## config.mk

```make
export PLATFORM = sky130hd
export DESIGN_NAME = mem_wb_arbiter
export DESIGN_NICKNAME = d
export VERILOG_FILES = /design/src/rtl/mem_wb_arb_pkg.sv /design/src/rtl/mem_wb_arb_wdog.sv /design/src/rtl/mem_wb_arbiter.sv
export SDC_FILE = /design/constraint.sdc
export NUM_CORES = 1
export LEC_CHECK = 0
export ABC_AREA = 1
export BUFFER_PORTS_ARGS = -buffer_cell sky130_fd_sc_hd__buf_2
export CORE_AREA = 2 2 123 125
export CTS_CLUSTER_DIAMETER = 150
export CTS_CLUSTER_SIZE = 24
export DETAILED_ROUTE_END_ITERATION = 8
export DIE_AREA = 0 0 125 127
export SLEW_MARGIN = 10
export SYNTH_ARGS = -nofsm -noshare
export SYNTH_HDL_FRONTEND = slang
export SYNTH_HIERARCHICAL = 1
export SYNTH_SLANG_ARGS = --single-unit
```

## constraint.sdc

```tcl
create_clock -name wb_clk_i -period 3.2 [get_ports wb_clk_i]
set_clock_uncertainty 0.2 [all_clocks]
set_input_delay 0.8 -clock wb_clk_i [delete_from_list [all_inputs] [get_ports wb_clk_i]]
set_output_delay 0.8 -clock wb_clk_i [all_outputs]
set_load 0.005 [all_outputs]
```

## src/rtl/mem_wb_arb_pkg.sv

```systemverilog
// Shared types and constants for the two-master Wishbone memory arbiter.
package mem_wb_arb_pkg;
  typedef enum logic {IDLE = 1'b0, OWNED = 1'b1} arb_state_e;
  localparam int DEFAULT_TIMEOUT = 16;
  localparam int M0 = 0;
  localparam int M1 = 1;
endpackage

```

## src/rtl/mem_wb_arb_wdog.sv

```systemverilog
// Slave-response watchdog: pulses expire when a strobe has waited TIMEOUT cycles.
module mem_wb_arb_wdog #(
  parameter int TIMEOUT = 16
) (
  input  logic wb_clk_i,
  input  logic wb_rst_ni,
  input  logic run,
  input  logic ack,
  output logic expire
);
  localparam int CW = $clog2(TIMEOUT) + 1;
  localparam logic [CW-1:0] LAST = CW'(TIMEOUT - 1);

  logic [CW-1:0] cnt;

  // An ack in the same cycle beats the timeout.
  assign expire = run & ~ack & (cnt == LAST);

  always_ff @(posedge wb_clk_i or negedge wb_rst_ni) begin
    if (!wb_rst_ni)         cnt <= '0;
    else if (ack || expire) cnt <= '0;
    else if (run)           cnt <= cnt + 1'b1;
  end
endmodule

```

## src/rtl/mem_wb_arbiter.sv

```systemverilog
// Round-robin Wishbone arbiter sharing one memory slave between CPU (m0) and DMA (m1).
module mem_wb_arbiter
  import mem_wb_arb_pkg::*;
#(
  parameter int TIMEOUT = DEFAULT_TIMEOUT,
  parameter int ADR_W   = 32
) (
  input  logic             wb_clk_i,
  input  logic             wb_rst_ni,
  input  logic             m0_cyc_i,
  input  logic             m0_stb_i,
  input  logic             m0_we_i,
  input  logic [3:0]       m0_sel_i,
  input  logic [ADR_W-1:0] m0_adr_i,
  input  logic [31:0]      m0_dat_i,
  output logic             m0_ack_o,
  output logic             m0_err_o,
  output logic [31:0]      m0_dat_o,
  input  logic             m1_cyc_i,
  input  logic             m1_stb_i,
  input  logic             m1_we_i,
  input  logic [3:0]       m1_sel_i,
  input  logic [ADR_W-1:0] m1_adr_i,
  input  logic [31:0]      m1_dat_i,
  output logic             m1_ack_o,
  output logic             m1_err_o,
  output logic [31:0]      m1_dat_o,
  output logic             s_cyc_o,
  output logic             s_stb_o,
  output logic             s_we_o,
  output logic [3:0]       s_sel_o,
  output logic [ADR_W-1:0] s_adr_o,
  output logic [31:0]      s_dat_o,
  input  logic             s_ack_i,
  input  logic [31:0]      s_dat_i,
  output logic [1:0]       gnt_o,
  output logic             tmo_o
);
  arb_state_e state;
  logic [1:0] gnt_q;
  logic       rr_m1;
  logic       tmo_q;
  logic [1:0] req;
  logic       owned, own_m1, own_cyc, own_stb, own_we, stb_raw, expire;
  logic [3:0]       own_sel;
  logic [ADR_W-1:0] own_adr;
  logic [31:0]      own_dat;

  assign req     = {m1_cyc_i & m1_stb_i, m0_cyc_i & m0_stb_i};
  assign owned   = (state == OWNED);
  assign own_m1  = gnt_q[M1];
  assign own_cyc = own_m1 ? m1_cyc_i : m0_cyc_i;
  assign own_stb = own_m1 ? m1_stb_i : m0_stb_i;
  assign own_we  = own_m1 ? m1_we_i  : m0_we_i;
  assign own_sel = own_m1 ? m1_sel_i : m0_sel_i;
  assign own_adr = own_m1 ? m1_adr_i : m0_adr_i;
  assign own_dat = own_m1 ? m1_dat_i : m0_dat_i;
  assign stb_raw = owned & own_cyc & own_stb;

  assign s_cyc_o = owned & own_cyc;
  assign s_stb_o = stb_raw & ~expire;
  assign s_we_o  = owned & own_we;
  assign s_sel_o = owned ? own_sel : '0;
  assign s_adr_o = owned ? own_adr : '0;
  assign s_dat_o = owned ? own_dat : '0;

  assign m0_ack_o = owned & gnt_q[M0] & s_ack_i;
  assign m1_ack_o = owned & gnt_q[M1] & s_ack_i;
  assign m0_err_o = gnt_q[M0] & expire;
  assign m1_err_o = gnt_q[M1] & expire;
  assign m0_dat_o = s_dat_i;
  assign m1_dat_o = s_dat_i;
  assign gnt_o    = gnt_q;
  assign tmo_o    = tmo_q;

  // Outside OWNED the counter is held clear, same as after an ack.
  mem_wb_arb_wdog #(.TIMEOUT(TIMEOUT)) u_wdog (
    .wb_clk_i (wb_clk_i),
    .wb_rst_ni(wb_rst_ni),
    .run      (stb_raw),
    .ack      (s_ack_i | ~owned),
    .expire   (expire)
  );

  always_ff @(posedge wb_clk_i or negedge wb_rst_ni) begin
    if (!wb_rst_ni) begin
      state <= IDLE;
      gnt_q <= '0;
      rr_m1 <= 1'b0;
      tmo_q <= 1'b0;
    end else begin
      if (expire) tmo_q <= 1'b1;
      case (state)
        IDLE: if (|req) begin
          state <= OWNED;
          if (&req) gnt_q <= rr_m1 ? 2'b10 : 2'b01;
          else      gnt_q <= req;
        end
        OWNED: if (!own_cyc) begin
          state <= IDLE;
          gnt_q <= '0;
          rr_m1 <= ~own_m1;
        end
      endcase
    end
  end
endmodule

```

==> impl_metrics.toml, run 1 <==
[power]
irDropWorstVdd_uv = 608
powerDensity_nw_per_um2 = 636
p_leak_nw = 1.77
p_total_mw = 1.88

[clock_network]
cts.sinks = 10
cts_root_buffer = "clkbuf_16"
cts_tree = "yes"
clk_pin_slew_worst_paths_ps = 40
clk_latency_ps = 230
cts_inserted_buffers = 3
postCtsSetupRepairBufs = 0
cts_max_path_buffers = 2
cts-htree-levels = 1

[routing]
routed-wl-met3_um = 865
ant_nets = 0
met2WireLength_mm = 3.68
vias_per_cell = 3.89
drt-met1-wl_mm = 3.47
dr.pass1.iters = 4
drc = 0
wirelength_mm = 8.33
vias = 2734
top_layer = "met4"
drt_iter0_drc = 165
routedWlPerCell_um = 11.9

[finish]
drive_above_1_share = 0.475
num-fill-cells = 1690
n_antenna_cell = 0
finalNetCount = 698
syn2layout_area_growth_pct = 40.5

[logic_synthesis]
yosys_warnings = 6
synth_largest_area_cell = "nor2_1"
synth_top_area_frac = 0.261
seq_area_frac_synth = 0.119
yosysUniqueCellTypes = 28
syn_avg_cell_area_um2 = 5.64
synth.most_common_cell = "nor2_1"
synth_common_cells = "nor2_1, buf_4, o21ai_0, nand2_1"
synth_edf_count = 0
ys_ff_latch = 10
async_flop_share = 1.00
ys.flop_type = "dfrtp_1"
synthCells = 373
synth_area_um2 = 2100
yosys-top-cells-area = "nor2_1, buf_4, o21ai_0"
syn_nets = 552

[sta]
setup_tns_ps = 0
fin_crit_ps = 2890
post-route-period-util = 0.903
tightest_slew_ps = 418
relSlewSlack = 0.721
setup_viol = 0
fmax_mhz = 346
rsz0062_at_grt = "no"
hold_violations = 0
drv_slew = 0
fin_ws_ps = 312

[placed_design]
dpl_worst_slack_ps = 187
hpwl_mm = 6.80
port_buffers = 222
gp_congestion = 0.777

[floorplan]
initial_core_util = 0.146
rows = 44
fp.dieH_um = 127
die_w_um = 125
core_um2 = 14400
dieArea_um2 = 15900
io_pins = 319

[setup_path]
crit_type = "input port to output port"
worstSetupStartpointType = "input port"
end_kind = "output port"
crit_fanout = 4
worstPathArrival_ps = 1890
required_ps = 2200

[grt]
grt_pass1_wl_mm = 12.7
grt_pass1_vias = 2455
grt_usage = 0.0946
grt_overflow_total = 0
antenna_found_initial = 0
grt_max_degree = 41

[worst_hold_path]
hold_class = "input port to asynchronous set/reset pin"

[run_status]
status = "finished, final reports clean"

[flow_run]
drv_cap = 0
[cell families after synthesis]
logic type      count (synthesis)  synth area share
simple gates                  186             0.361
buf+inv                       101             0.324
compound gates                 73             0.180
flops                          10             0.119
fa+ha+maj                       2            0.0119
xor+xnor                        1           0.00416
[metal layers]
metal  global-route usage  vias up
met5                    0        -
met4               0.0386        0
met3               0.0247       33
met2                0.150      150
met1                0.123     1155
li1                     -     1396
[what timing repair did]
item | in CTS | in global routing
hold buffers | 0 | 0
setup endpoints to repair | 0 | 2
resized for setup | 0 | 1
[stage by stage]
step,instance area [um^2],std cells,util,hold slack [ps]
global placement,2870,698,0.199,260
detailed placement,2870,698,0.199,250
floorplan,2100,373,-,249
CTS,2950,702,0.204,230
global route,2950,702,0.205,244
finish,2950,702,0.205,224
[power by group]
group          total (mW)  leakage, nW  internal [mW]  switching (mW)
combinational        1.46         1.60          0.593           0.871
sequential          0.192        0.131          0.155          0.0372
clock               0.223       0.0382          0.167          0.0561
[path summary, 6_finish.rpt]
kind / start / to / slack [ps] / depth (start not counted)
worst min register to register: tmo_o / tmo_o / 270 / 1
min in group wb_clk_i: tmo_o / tmo_o / 270 / 1
worst max-delay path: m1_cyc_i / m1_err_o / 310 / 10
worst max register to register: u_wdog/cnt[0] / tmo_o / 1380 / 6
worst min-delay path: wb_rst_ni / gnt_o[0] / 220 / 1
max in group asynchronous: wb_rst_ni / gnt_o[1] / 2360 / 1
[final cells by class]
| cell class | count | area [um^2] | share of cell area |
|---|---|---|---|
| multi-input combinational | 262 | 1180 | 0.399 |
| timing repair buffer | 229 | 1160 | 0.394 |
| sequential | 10 | 253 | 0.0856 |
| tap | 184 | 230 | 0.0779 |
| clock buffer | 4 | 78.8 | 0.0267 |
| inverter | 13 | 51.3 | 0.0174 |
[sequential cells by signal, summed over array words and instances (netlist names)]
| signal | count |
|---|---|
| rr_m1 | 1 |
| u_wdog/cnt | 5 |
| owned | 1 |
| tmo_o | 1 |
| gnt_o | 2 |
[layout by cell type (no fill, tap or decap)]
cell and n:
nor2_1 146, a21boi_1 1, a21oi_4 1, xor2_1 1, dfrtp_2 2, clkbuf_16 3, clkbuf_1 1, nand2_1 24
inv_4 1, nand3b_1 1, and2_1 1, nand3_2 1, buf_4 7, nand2_2 1, ha_1 2, buf_2 222
nand3_1 3, nor3_2 4, or2_2 1, inv_1 11, dfrtp_1 8, nand4_1 1, inv_2 1, nand2_4 1
and3_1 1, o21ai_0 70, nor2_4 1, o21ai_1 1
[critical path, stage by stage]
cell     delay [ps]
buf_2           100
inv_1            40
nand2_1          80
nand3_2         130
nor2_1          170
inv_1            70
nor3_2          260
nand2_1          90
inv_1            50
buf_2           100
(Power assumes the default switching activity.)
==> inputs of run 2 (changes only) <==
--- a/config.mk
+++ b/config.mk
@@ -5,13 +5,12 @@
 export SDC_FILE = /design/constraint.sdc
 export NUM_CORES = 1
 export LEC_CHECK = 0
-export ABC_AREA = 1
 export BUFFER_PORTS_ARGS = -buffer_cell sky130_fd_sc_hd__buf_2
-export CORE_AREA = 2 2 123 125
+export CORE_AREA = 2 2 125 127
 export CTS_CLUSTER_DIAMETER = 150
 export CTS_CLUSTER_SIZE = 24
 export DETAILED_ROUTE_END_ITERATION = 8
-export DIE_AREA = 0 0 125 127
+export DIE_AREA = 0 0 127 129
 export SLEW_MARGIN = 10
 export SYNTH_ARGS = -nofsm -noshare
 export SYNTH_HDL_FRONTEND = slang
==> run 2 against run 1 <==
Combinational power down 3%. Largest power group unchanged. Largest cell class unchanged. Design area is 8.0% higher. Worst hold slack improved by 5.8 ps. Final cell count decreased by 12%. Highest routed layer unchanged. Wire length increased by 5.0%.
==> impl_metrics.toml, run 2 <==
[run_status]
status = "finished, final reports clean"

[logic_synthesis]
synth_area_um2 = 2320
syn_nets = 460
muxShareOfSynthArea = 0.302
yosys_warnings = 6
synth_edf_count = 0
synth_compound_area_frac = 0.0437
synthAdderAreaFrac = 0.0108
synth_largest_area_cell = "mux2i_1"
synthXorXnorAreaFrac = 0
synthCells = 281
synth_top_family_by_area = "multiplexers"
yosys-top-cells-area = "mux2i_1, buf_4, nor2b_1"
yosysUniqueCellTypes = 31
seq_area_frac_synth = 0.108
synth_top_area_frac = 0.302
synth.most_common_cell = "nor2b_1"
synth_common_cells = "nor2b_1, mux2i_1, buf_4, dfrtp_1"
syn_avg_cell_area_um2 = 8.25
ys.flop_type = "dfrtp_1"
async_flop_share = 1.00
synth-simple-area-share = 0.266
ys_ff_latch = 10

[floorplan]
dieArea_um2 = 16400
core_um2 = 15000
rows = 45
io_pins = 319
die_w_um = 127
fp.dieH_um = 129
initial_core_util = 0.155

[setup_path]
crit_fanout = 5
cp_cell_sequence = "buf_2 -> nand3_1 -> a21boi_2 -> inv_2 -> nor3b_1 -> and2b_1 -> buf_2"
startpoint = "m1_cyc_i"
end_kind = "output port"
r2r_start = "gnt_o[1]"
slowest_delay_ps = 310
crit_top_cell = "buf_2"
required_ps = 2200
worstPathArrival_ps = 1970
crit_type = "input port to output port"
slowest_stage = "nor3b_1"
worstSetupStartpointType = "input port"

[finish]
largest-register = "u_wdog/cnt"
finalNetCount = 611
mostFrequentLayoutCells = "buf_2, nor2b_1, mux2i_1"
drive_above_1_share = 0.555
largest_reg_flops = 5
n_antenna_cell = 0
final_common_cell = "buf_2"
syn2layout_area_growth_pct = 37.6

[grt]
grt_pass1_wl_mm = 11.6
antenna_found_initial = 0
grt_pass1_vias = 2153
grt_max_degree = 57
grt_overflow_total = 0
grt_usage = 0.0925

[flow_run]
drv_cap = 0

[sta]
hold_violations = 0
fmax_mhz = 337
tightest_slew_ps = 553
setup_viol = 0
rsz0062_at_grt = "no"
drv_slew = 0
timing.hold.ws_ps = 230
setup_tns_ps = 0
post-route-period-util = 0.928
relSlewSlack = 0.632
fin_crit_ps = 2970

[clock_network]
cts-hold-fix-buffers = 0
cts_inserted_buffers = 3
cts-htree-levels = 1
cts_max_path_buffers = 2
clk_latency_ps = 240
clk_pin_slew_worst_paths_ps = 40
ctsResizeCount = 0
cts_tree = "yes"
cts.sinks = 10
postCtsSetupRepairBufs = 0
cts_root_buffer = "clkbuf_16"

[placed_design]
hpwl_mm = 7.74
port_buffers = 222
gp_congestion = 0.720

[routing]
drt_iter0_drc = 43
drc = 0
dr.pass1.iters = 4
vias = 2379
ant_nets = 0
wirelength_mm = 8.75
routedWlPerCell_um = 14.1
vias_per_cell = 3.84

[power]
p_total_mw = 1.89
irDropWorstVdd_uv = 276
powerDensity_nw_per_um2 = 593
p_leak_nw = 1.75

[worst_hold_path]
hold_class = "input port to asynchronous set/reset pin"
[run 2: cell types whose count changed after synthesis, moves of 9 or more]
cell / delta
nand2_1: -20
buf_2: -10
inv_1: -9
mux2i_1: +70
nor2_1: -142
nor2b_1: +71
o21ai_0: -67
[run 2: cell type report]
| class | count | area [um^2] |
|---|---|---|
| Timing Repair Buffer | 228 | 1160 |
| Inverter | 3 | 11.3 |
| Sequential cell | 10 | 255 |
| Clock buffer | 4 | 88.8 |
| Multi-Input combinational cell | 186 | 1440 |
| Tap cell | 188 | 235 |
| Fill cell | 1717 | 11800 |
[run 2: through the flow]
step	worst slack, ps	util	instance area (um^2)	cells
after global placement	194	0.207	3100	615
final	232	0.213	3190	619
after CTS	169	0.213	3190	619
after floorplan	541	-	2320	281
after detailed placement	167	0.207	3100	615
after global routing	118	0.213	3190	619
[run 2: kinds of logic after synthesis]
kind of cell / after synthesis
AND/OR/NAND/NOR: 98
adder cells (fa/ha/maj): 2
multiplexers: 70
buffers and inverters: 85
flip-flops: 10
AO/OA/AOI/OAI: 16
[run 2: path summary, 6_finish.rpt]
path | end | slack [ps] | cells after the start
min in group wb_clk_i | tmo_o | 250 | 1
min reg2reg | tmo_o | 250 | 1
max | s_stb_o | 230 | 7
max in group asynchronous | gnt_o[1] | 2330 | 1
max reg2reg | u_wdog/cnt[3] | 1080 | 6
min | tmo_o | 230 | 1
[run 2: report_power, final]
group	switching [mW]	leakage [nW]	internal [mW]
sequential	0.0661	0.128	0.156
combinational	0.686	1.58	0.735
clock	0.0611	0.0442	0.188
total	0.813	1.75	1.08
[run 2: worst max-delay path: cells and delay by family]
kind | cells | cell delay (ps)
buffers and inverters | 3 | 300
AO/OA/AOI/OAI | 1 | 250
AND/OR/NAND/NOR | 3 | 620
[run 2: metal layers]
metal,part of all wire,track usage,up-vias
met3,0.083,0.0137,39
met2,0.53,0.181,142
met5,0,0,-
li1,-,-,1172
met4,0.028,0.0427,0
met1,0.36,0.0975,1026
==> inputs of run 3 (changes only) <==
==> constraint.sdc (replaced) <==
create_clock -name wb_clk_i -period 3.3 [get_ports wb_clk_i]
set_clock_uncertainty 0.2 [all_clocks]
set_input_delay 0.825 -clock wb_clk_i [delete_from_list [all_inputs] [get_ports wb_clk_i]]
set_output_delay 0.825 -clock wb_clk_i [all_outputs]
set_load 0.005 [all_outputs]
==> run 3 against run 2 <==
Power decreased by 2.7%. Combinational power decreased by 3%. Count of clock-buffer cells in the layout unchanged. Design area unchanged. Core utilization unchanged. Largest cell class unchanged. Final cell count unchanged.
==> impl_metrics.toml, run 3 (synthesized netlist as in run 2, its figures left out) <==
[setup_path]
crit_type = "input port to output port"
slowest_delay_ps = 300
reg2reg_setup_slack_ps = 1150
worstPathArrival_ps = 2010
r2r_start = "gnt_o[1]"
cp_cell_sequence = "buf_2 -> nand3_1 -> a21boi_2 -> inv_2 -> nor3b_1 -> and2b_1 -> buf_2"
critPathBufInv = 3
worstSetupStartpointType = "input port"
required_ps = 2270
slowest_stage = "nor3b_1"
rr_endpoint = "u_wdog/cnt[3]"
end_kind = "output port"
crit_top_cell = "buf_2"
reg2reg_depth = 6
crit_fanout = 5
crit_family = "simple AND/OR/NAND/NOR gates"

[floorplan]
core_um2 = 15000
dieArea_um2 = 16400
initial_core_util = 0.155
rows = 45
fp.dieH_um = 129
io_pins = 319
die_w_um = 127

[routing]
ant_nets = 0
wirelength_mm = 8.74
routedWlPerCell_um = 14.1
dr.pass1.iters = 4
drc = 0
vias = 2390
drt_iter0_drc = 45
vias_per_cell = 3.86

[clock_network]
cts-htree-levels = 1
cts-hold-fix-buffers = 0
cts.sinks = 10
ctsResizeCount = 0
clk_pin_slew_worst_paths_ps = 40
cts_root_buffer = "clkbuf_16"
clk_latency_ps = 240
cts_inserted_buffers = 3
cts_max_path_buffers = 2
postCtsSetupRepairBufs = 0
cts_tree = "yes"

[grt]
grt_pass1_wl_mm = 11.9
antenna_found_initial = 0
grt_pass1_vias = 2156
grt_usage = 0.0945
grt_max_degree = 61
grt_overflow_total = 0

[sta]
drv_slew = 0
setup_viol = 0
post-route-period-util = 0.920
tightest_slew_ps = 540
timing.hold.ws_ps = 252
relSlewSlack = 0.640
rsz0062_at_grt = "no"
fin_crit_ps = 3030
hold_violations = 0
setup_tns_ps = 0
fmax_mhz = 330

[finish]
post-route-util = 0.213
mostFrequentLayoutCells = "buf_2, nor2b_1, mux2i_1"
syn2layout_area_growth_pct = 37.6
num-fill-cells = 1744
n_antenna_cell = 0
final_common_cell = "buf_2"
drive_above_1_share = 0.555
largest_reg_flops = 5
largest-register = "u_wdog/cnt"
finalNetCount = 611

[placed_design]
port_buffers = 222
gp_congestion = 0.718
hpwl_mm = 7.72

[flow_run]
drv_cap = 0

[power]
p_leak_nw = 1.75
irDropWorstVdd_uv = 180
powerDensity_nw_per_um2 = 577

[worst_hold_path]
hold_class = "input port to asynchronous set/reset pin"

[run_status]
status = "finished, final reports clean"
-- run 3: final cells by class --
| type | instances | area (um^2) | area share |
|---|---|---|---|
| Sequential cell | 10 | 255 | 0.0800 |
| Timing Repair Buffer | 228 | 1160 | 0.362 |
| Clock buffer | 4 | 88.8 | 0.0279 |
| Inverter | 3 | 11.3 | 0.00353 |
| Tap cell | 188 | 235 | 0.0738 |
| Multi-Input combinational cell | 186 | 1440 | 0.452 |
-- run 3: through the flow --
stage               instances  total power [mW]  setup WS (ps)  cell area, um^2
global route              619              2.00            119             3190
CTS                       619              1.90            219             3190
global placement          615              1.65            252             3100
detailed placement        615              1.65            222             3100
finish                    619              1.84            266             3190
floorplan                 281              1.19            591             2320
-- run 3: layer usage --
layer | vias to the layer above | wire, um | part of all wire | track usage
li1 | 1170 | - | - | -
met1 | 1027 | 3130 | 0.36 | 0.103
met2 | 150 | 4590 | 0.53 | 0.177
met3 | 43 | 726 | 0.083 | 0.0125
met4 | 0 | 297 | 0.034 | 0.0504
met5 | - | 0 | 0 | 0
-- run 3: how the worst max path moves through the flow --
stage,from,endpoint,slack [ps],depth (start not counted)
after floorplan,m1_cyc_i,s_stb_o,590,5
after global placement,m1_cyc_i,s_stb_o,250,7
after detailed placement,m1_cyc_i,s_stb_o,220,7
after CTS,m1_cyc_i,s_stb_o,220,7
after global routing,m1_cyc_i,s_stb_o,120,7
final,m1_cyc_i,s_stb_o,270,7
-- run 3: power by group --
group	internal (mW)	total (mW)	switching, mW	leakage, nW
Clock	0.183	0.244	0.0612	0.0442
Sequential	0.152	0.212	0.0607	0.128
Combinational	0.713	1.38	0.672	1.58
Total	1.05	1.84	0.794	1.75
